## config.mk

```make
export PLATFORM = sky130hd
export DESIGN_NAME = fma_line_unpacker_flat
export DESIGN_NICKNAME = d
export VERILOG_FILES = /design/src/rtl/fma_line_unpacker_if.sv /design/src/rtl/fma_line_unpacker.sv /design/src/flat_wrapper.sv
export SDC_FILE = /design/constraint.sdc
export NUM_CORES = 1
export LEC_CHECK = 0
export ABC_AREA = 1
export CAP_MARGIN = 20
export CORE_ASPECT_RATIO = 0.8
export CORE_UTILIZATION = 29
export DETAILED_ROUTE_END_ITERATION = 10
export PLACE_DENSITY = 0.55
export SYNTH_ARGS = -nofsm -noshare
export SYNTH_HDL_FRONTEND = slang
export SYNTH_SLANG_ARGS = --single-unit
```

## constraint.sdc

```tcl
create_clock -name clk_in -period 7.07 [get_ports clk_in]
set_input_delay 1.414 -clock clk_in [delete_from_list [all_inputs] [get_ports clk_in]]
set_output_delay 1.414 -clock clk_in [all_outputs]
set_load 0.01 [all_outputs]
```

## src/rtl/fma_line_unpacker_if.sv

```systemverilog
`timescale 1ns/1ps
`default_nettype none
// ============================================================================
// Module  : fma_line_unpacker_if
// Brief   : Line-in / beat-out handshake bundle for fma_line_unpacker.
// Rev     : 1.0
// ============================================================================
interface fma_line_unpacker_if #(
    parameter int FMA_COUNT  = 2,
    parameter int WORD_WIDTH = 16,
    parameter int LINE_WIDTH = 96
);
    logic [LINE_WIDTH-1:0]           line_in;
    logic                            line_valid_in;
    logic                            line_ready_out;
    logic [WORD_WIDTH*FMA_COUNT-1:0] words_out;
    logic                            words_valid_out;
    logic                            words_ready_in;
    logic                            last_out;

    modport slave (
        input  line_in, line_valid_in, words_ready_in,
        output line_ready_out, words_out, words_valid_out, last_out
    );

    modport master (
        output line_in, line_valid_in, words_ready_in,
        input  line_ready_out, words_out, words_valid_out, last_out
    );
endinterface
`default_nettype wire

```

## src/rtl/fma_line_unpacker.sv

```systemverilog
`timescale 1ns/1ps
`default_nettype none
// ============================================================================
// Module  : fma_line_unpacker
// Brief   : Serialises LINE_WIDTH memory lines into FMA_COUNT-word beats,
//           MSB slice first, through a 2-entry line FIFO.
//           Optional macro UNPACK_STATS_EN adds the lines_done_out counter.
// Rev     : 1.0
// ============================================================================
module fma_line_unpacker #(
    parameter int FMA_COUNT  = 2,
    parameter int WORD_WIDTH = 16,
    parameter int LINE_WIDTH = 96
) (
    input  wire logic              clk_in,
    input  wire logic              rst_in,
    fma_line_unpacker_if.slave     bus,
`ifdef UNPACK_STATS_EN
    output logic [15:0]            lines_done_out,
`endif
    output logic                   idle_out
);
    localparam int BEAT_WIDTH = WORD_WIDTH * FMA_COUNT;
    localparam int BEATS      = LINE_WIDTH / BEAT_WIDTH;
    localparam int BEAT_CNT_W = (BEATS > 1) ? $clog2(BEATS) : 1;
    localparam logic [BEAT_CNT_W-1:0] LAST_BEAT = BEAT_CNT_W'(BEATS - 1);

    generate
        if ((LINE_WIDTH % BEAT_WIDTH) != 0 || BEATS == 0) begin : g_bad_width
            $fatal(1, "LINE_WIDTH must be a multiple of WORD_WIDTH*FMA_COUNT");
        end
    endgenerate

    logic [LINE_WIDTH-1:0] mem_q [2];
    logic [LINE_WIDTH-1:0] mem_d [2];
    logic [1:0]            count_q, count_d;
    logic                  wr_ptr_q, wr_ptr_d;
    logic                  rd_ptr_q, rd_ptr_d;
    logic [BEAT_CNT_W-1:0] beat_q, beat_d;

    logic                  push;
    logic                  pop;
    logic                  retire;
    logic                  words_valid;
    logic                  last_beat;
    logic [BEAT_WIDTH-1:0] beat_slices [BEATS];
    logic [BEAT_WIDTH-1:0] head_beat;

    // Beat k of the head line is the k-th slice counted down from the MSB.
    genvar k;
    generate
        for (k = 0; k < BEATS; k++) begin : g_slice
            assign beat_slices[k] = mem_q[rd_ptr_q][LINE_WIDTH-1-k*BEAT_WIDTH -: BEAT_WIDTH];
        end
        if (BEATS == 1) begin : g_one_beat
            assign head_beat = beat_slices[0];
        end else begin : g_multi_beat
            assign head_beat = beat_slices[beat_q];
        end
    endgenerate

    always_comb begin
        words_valid = (count_q != 2'd0);
        last_beat   = (beat_q == LAST_BEAT);
        push        = bus.line_valid_in && (count_q != 2'd2);
        retire      = words_valid && bus.words_ready_in;
        pop         = retire && last_beat;

        mem_d[0] = mem_q[0];
        mem_d[1] = mem_q[1];
        wr_ptr_d = wr_ptr_q;
        rd_ptr_d = rd_ptr_q;
        beat_d   = beat_q;
        count_d  = count_q;

        if (push) begin
            mem_d[wr_ptr_q] = bus.line_in;
            wr_ptr_d        = ~wr_ptr_q;
        end

        if (retire) begin
            if (last_beat) begin
                beat_d   = '0;
                rd_ptr_d = ~rd_ptr_q;
            end else begin
                beat_d   = beat_q + BEAT_CNT_W'(1);
            end
        end

        // A simultaneous push and pop leaves the occupancy unchanged.
        case ({push, pop})
            2'b10:   count_d = count_q + 2'd1;
            2'b01:   count_d = count_q - 2'd1;
            default: count_d = count_q;
        endcase
    end

    always_ff @(posedge clk_in or posedge rst_in) begin
        if (rst_in) begin
            mem_q[0] <= '0;
            mem_q[1] <= '0;
            count_q  <= 2'd0;
            wr_ptr_q <= 1'b0;
            rd_ptr_q <= 1'b0;
            beat_q   <= '0;
        end else begin
            mem_q[0] <= mem_d[0];
            mem_q[1] <= mem_d[1];
            count_q  <= count_d;
            wr_ptr_q <= wr_ptr_d;
            rd_ptr_q <= rd_ptr_d;
            beat_q   <= beat_d;
        end
    end

    assign bus.line_ready_out  = (count_q != 2'd2);
    assign bus.words_valid_out = words_valid;
    assign bus.words_out       = words_valid ? head_beat : '0;
    assign bus.last_out        = words_valid && last_beat;
    assign idle_out            = (count_q == 2'd0);

`ifdef UNPACK_STATS_EN
    logic [15:0] lines_done_q, lines_done_d;

    always_comb begin
        lines_done_d = lines_done_q;
        if (pop) begin
            lines_done_d = lines_done_q + 16'd1;
        end
    end

    always_ff @(posedge clk_in or posedge rst_in) begin
        if (rst_in) begin
            lines_done_q <= 16'd0;
        end else begin
            lines_done_q <= lines_done_d;
        end
    end

    assign lines_done_out = lines_done_q;
`endif

endmodule
`default_nettype wire

```

## src/flat_wrapper.sv

```systemverilog
// flat-port wrapper written by rule: the top's interface ports become plain ports
module fma_line_unpacker_flat 
#(
    parameter int FMA_COUNT  = 2,
    parameter int WORD_WIDTH = 16,
    parameter int LINE_WIDTH = 96
)
  (clk_in, rst_in, idle_out, bus_line_in, bus_line_valid_in, bus_words_ready_in, bus_line_ready_out, bus_words_out, bus_words_valid_out, bus_last_out);
  fma_line_unpacker_if #(.FMA_COUNT(FMA_COUNT), .WORD_WIDTH(WORD_WIDTH), .LINE_WIDTH(LINE_WIDTH)) bus_i ();
  input  wire logic clk_in;
  input  wire logic rst_in;
  output logic idle_out;
  input wire logic [$bits(bus_i.line_in)-1:0] bus_line_in;
  input wire logic [$bits(bus_i.line_valid_in)-1:0] bus_line_valid_in;
  input wire logic [$bits(bus_i.words_ready_in)-1:0] bus_words_ready_in;
  output wire logic [$bits(bus_i.line_ready_out)-1:0] bus_line_ready_out;
  output wire logic [$bits(bus_i.words_out)-1:0] bus_words_out;
  output wire logic [$bits(bus_i.words_valid_out)-1:0] bus_words_valid_out;
  output wire logic [$bits(bus_i.last_out)-1:0] bus_last_out;
  assign bus_i.line_in = bus_line_in;
  assign bus_i.line_valid_in = bus_line_valid_in;
  assign bus_i.words_ready_in = bus_words_ready_in;
  assign bus_line_ready_out = bus_i.line_ready_out;
  assign bus_words_out = bus_i.words_out;
  assign bus_words_valid_out = bus_i.words_valid_out;
  assign bus_last_out = bus_i.last_out;
  fma_line_unpacker #(.FMA_COUNT(FMA_COUNT), .WORD_WIDTH(WORD_WIDTH), .LINE_WIDTH(LINE_WIDTH)) u_core (.clk_in(clk_in), .rst_in(rst_in), .bus(bus_i), .idle_out(idle_out));
endmodule
```

==> metrics <==
Cells after Synth between 1000 and 1500; Reg2Reg Depth 8; Worst Setup SP u_core.rd_ptr_q; highest fanout seen on the critical path 64; RSZ-0062 raised after global routing false; Routed wire per std cell around 14 um; Synth-to-Final Area Change 20.1%; initial core utilization 0.295; Clock Latency Late Sink 0.45 ns; register area 0.00496 mm2; Setup Fix Bufs, Post-CTS 0; Synth Cell Area 0.0103 mm2; vias ~8000; post-route ant nets 0; Req. time, crit path ~5.7 ns; Sink Count between 150 and 200; GRT Total Usage 0.159; die height about 170 um; vias per cell 4.24; CTS tree done; PwrDens approximately 460 mW/mm2; Unique masters post-synth 25; flop-to-flop setup slack between 4 and 5 ns; first-pass GRT wire length approximately 44000 um; startpoint type of the worst setup path flip-flop; aggregate global routing overflow 0; total core area ~0.035 mm2; switching part of the total power 0.425; Reg2Reg Capture Point u_core.count_q[1]; worst hold endpoint u_core.mem_q[138]; outcome complete, no violations; Seq cells post-synth just under 200; Post-CTS Resized 0; Yosys Warn Count 0; worst hold margin approximately 0.48 ns; First-pass DRT Iterations 5; initial DRC count around 580; Max Cap Viol 0; Post-Route Utilization 0.355; Multi-input gate area about 0.0036 mm2; setup total negative slack 0 ns; CP Capture Type output pin; Root Buffer clkbuf_16; Slew headroom 0.255; most common cell in the netlist nand2_1; hold path depth 2; total CTS buffers 17; worst slew pin tran ~1.1 ns; setup violators final 0; IO buf count roughly 140; Pint about 3.3 mW; dpl ws 2.77 ns; # DRC 0; final RePlAce weighted congestion around 0.76; NetSw between 2 and 2.5 mW; most frequent cells after synthesis 425 x nand2_1, 320 x inv_1, 198 x dfrtp_1; layout cells sized above 1 0.0754; fin worst setup slack about 2.4 ns; Post-Route WL ~27000 um; Die Span X around 210 um; Synth area leaders dfrtp_1 48%, nand2_1 15%, inv_1 12%, nand3_1 6.1%, o21ai_2 4.8%; ys async rst share 1.00; fill count 3726; WS Path Type reg2out; clock skew 0.0101 ns; cts hold-fix bufs 0; worst reg2reg startpoint u_core.count_q[0]; sequential-to-total area share from yosys stat 0.481; Yosys top cell area share 0.481; Primary FF master, synth dfrtp_1; Worst VDD drop between 0.0002 and 0.00025 V; Worst EP arrival approximately 3.3 ns; leakage roughly 6.6 nW; Comb pwr share 0.473; initial antenna violation count 1; Site Rows 61; Avg Cell Area, Syn ~7.6 um2; maximum clock insertion buffer count 2; total power after layout around 5.7 mW; Post-synth EDFFs 0; HPWL after detailed placement about 17000 um; I/O pin count around 140; nets approximately 1500; max-slew violations 0; net count after synthesis ~1500; Peak Freq roughly 210 MHz; clock transition at the registers of the reported paths 0.07 ns; die area ~0.036 mm2; Sequential Power Share 0.348; final hold vios 0; Worst Min Path Start u_core.mem_q[138]; final worst-path cycle share 0.668; Clock H-tree levels 4; clock network fraction of design power 0.179; pin count of the biggest net entering global routing just under 200; min Tclk post-route ~4.7 ns; HP Class reg2reg; area leader, netlist dfrtp_1; vias in the first global route 7719
-- layout make-up --
type                       count  area share
sequential                   198       0.401
antenna                        1    0.000202
clock inverter                15      0.0136
inverter                     324      0.0990
multi-input combinational    762       0.288
tap                          472      0.0477
clock buffer                  17      0.0344
timing repair buffer         142       0.116
-- power by group through the flow --
stage               logic [mW]  registers, mW  clock network [mW]
floorplan                 1.99           1.90                   0
global placement          2.70           1.98                   0
detailed placement        2.72           2.00                   0
CTS                       2.73           1.98                1.04
global route              3.09           2.05                1.08
finish                    2.69           1.98                1.02
-- per-stage QoR --
stage | cell area [um2] | instances
floorplan | 10300 | 1359
global route | 12400 | 1930
detailed placement | 11700 | 1897
CTS | 12300 | 1929
finish | 12400 | 1931
global placement | 11700 | 1897
-- flip-flops by register name, summed over array words and instances, names as in the netlist --
register	count
u_core.count_q	2
u_core.rd_ptr_q	1
u_core.mem_q	192
u_core.beat_q	2
u_core.wr_ptr_q	1
-- kinds of logic (layout without fill, tap and decap cells) --
group,after synthesis,after routing,synth area share
xor gates and xnor gates,3,3,0.00255
and+or+nand+nor,563,563,0.227
AOI/OAI and AO/OA,195,195,0.115
DFF,198,198,0.481
other,0,1,0
buffers and inverters,399,498,0.174
adders and majority gates,1,1,0.00121
-- placed cells by master (no fill, tap or decap), types with 5 or more instances in the layout --
| cell | n |
|---|---|
| o21ai_2 | 56 |
| dfrtp_1 | 197 |
| inv_1 | 319 |
| nand2_1 | 425 |
| clkdlybuf4s50_1 | 135 |
| nand3_1 | 126 |
| o21ai_1 | 65 |
| o21ai_0 | 71 |
| clkbuf_16 | 17 |
| buf_4 | 5 |
| inv_6 | 5 |
-- routing by layer --
layer	wire length, um	vias to the layer above	GRT usage
li1	-	4229	-
met1	14800	3774	0.250
met2	11100	170	0.214
met3	1290	21	0.0325
met4	270	0	0.0416
met5	0	-	0
-- worst max-delay path: stages, from the launching register on --
cell	delay [ns]
dfrtp_4	0.65
clkinv_2	0.50
buf_4	0.49
nand2_1	0.16
nand3_1	0.08
nand3_1	0.13
nand2_1	0.10
inv_1	0.10
clkdlybuf4s50_1	0.53
-- worst max-delay path by stage --
stage                                   end  slack [ns]
final                     bus_words_out[21]        2.35
after global routing      bus_words_out[10]        2.12
after CTS                  bus_words_out[3]        2.26
after detailed placement   bus_words_out[3]        2.77
after global placement     bus_words_out[3]        2.78
after floorplan            u_core.beat_q[0]        0.26
(Power assumes the default switching activity.)
==> edit (config.mk and constraints unchanged) <==
`WORD_WIDTH` is set to 16 in 3 places; all go to 8.
--- a/src/rtl/fma_line_unpacker_if.sv
+++ b/src/rtl/fma_line_unpacker_if.sv
@@ -9,3 +9,3 @@
     parameter int FMA_COUNT  = 2,
-    parameter int WORD_WIDTH = 16,
+    parameter int WORD_WIDTH = 8,
     parameter int LINE_WIDTH = 96
--- a/src/rtl/fma_line_unpacker.sv
+++ b/src/rtl/fma_line_unpacker.sv
@@ -11,3 +11,3 @@
     parameter int FMA_COUNT  = 2,
-    parameter int WORD_WIDTH = 16,
+    parameter int WORD_WIDTH = 8,
     parameter int LINE_WIDTH = 96
--- a/src/flat_wrapper.sv
+++ b/src/flat_wrapper.sv
@@ -4,3 +4,3 @@
     parameter int FMA_COUNT  = 2,
-    parameter int WORD_WIDTH = 16,
+    parameter int WORD_WIDTH = 8,
     parameter int LINE_WIDTH = 96
Ports: changed (resized bus_words_out); port bits go from 136 to 120. No check against the original RTL was run, so the function may have changed too.
==> edit against the unedited design <==
Routed wire length rose by 5.8%. Register-to-register slack improved by 0.19 ns. Largest power group unchanged. Final area fell by 1.7%. Setup slack got worse by 0.092 ns. Area after synthesis fell by 1.5%. Power fell by 1.2%. Critical path depth fell by 1. Sequential cell count rose by 1.
==> edit: results (changes against the unedited design) <==
[synthesis]
synth_compound_area_share_pct=16.0  ; +4.5 points
synth_xor_area_share_pct=0.345  ; +0.090 points
seq_area_frac_synth_pct=49.1  ; +0.97 points
yosysUniqueCellTypes=27  ; +8.0%
yosys-top-cells-count=nand2_1 (423), inv_1 (246), dfrtp_1 (199)
synth_nets=1423  ; -2.5%

[run_status]
status=complete, no violations

[critical_path]
reg2regPathDepth=7  ; -1
crit_path_max_incr_delay_ns=0.62  ; -0.03 ns
crit_path_top_delay_cell=buf_4
rrSetupSlack_ns=4.62  ; +0.19 ns
critPathMaxFanout=56  ; -13%
r2r-end=u_core.mem_q[118]
critPathArrivalTime_ns=3.40  ; +0.09 ns

[detailed_routing]
wl_met2_um=12300  ; +11%
vias=8333  ; +1.7%
wl_um=29000  ; +5.8%

[finish]
clock_area_share_pct=4.91  ; +0.11 points
multi_input_area_um2=3770  ; +5.8%
non_clock_buffer_count=129  ; -9.2%
nFillCells=3644  ; -2.2%
seqCellArea_um2=4980  ; +0.45%
n_antenna_cell=0  ; -1

[sta]
relSlewSlack_pct=32.2  ; +6.7 points
skew_ns=0.00812  ; -0.00201 ns

[power_and_ir_drop]
comb_power_share_pct=46.4  ; -0.9 points
ir_worst_vdd_mv=0.202  ; -14%

[grt]
grt_use_met1_pct=24.7  ; -0.35 points
grt_start_max_net_pins=139  ; -28%
antenna_found_initial=0  ; -1

[hold_path]
worstHoldStart=u_core.mem_q[20]

[placement]
port-buffer-count=119  ; -12%
post-place-ws_ns=2.76  ; -0.0167 ns
hpwl_um=19900  ; +15%

[edit: worst max path at each step]
stage / startpoint / to / slack, ns / cells after the start
finish: u_core.rd_ptr_q / bus_words_out[11] / 2.26 / 7
global route: u_core.rd_ptr_q / bus_words_out[7] / 2.01 / 7
CTS: u_core.rd_ptr_q / bus_words_out[3] / 2.26 / 10
detailed placement: u_core.rd_ptr_q / bus_words_out[3] / 2.76 / 10
global placement: u_core.rd_ptr_q / bus_words_out[7] / 2.81 / 7
floorplan: rst_in / u_core.beat_q[0] / 0.23 / 1
[edit: stage by stage]
step / total power [mW] / util, % / instances / hold slack [ns]
finish: 5.61 / 35.8 / 1869 / 0.482
global route: 6.11 / 35.8 / 1869 / 0.498
CTS: 5.64 / 35.7 / 1868 / 0.484
detailed placement: 4.60 / 34.0 / 1836 / 0.466
global placement: 4.58 / 34.0 / 1836 / 0.460
floorplan: 3.80 / - / 1322 / 0.448
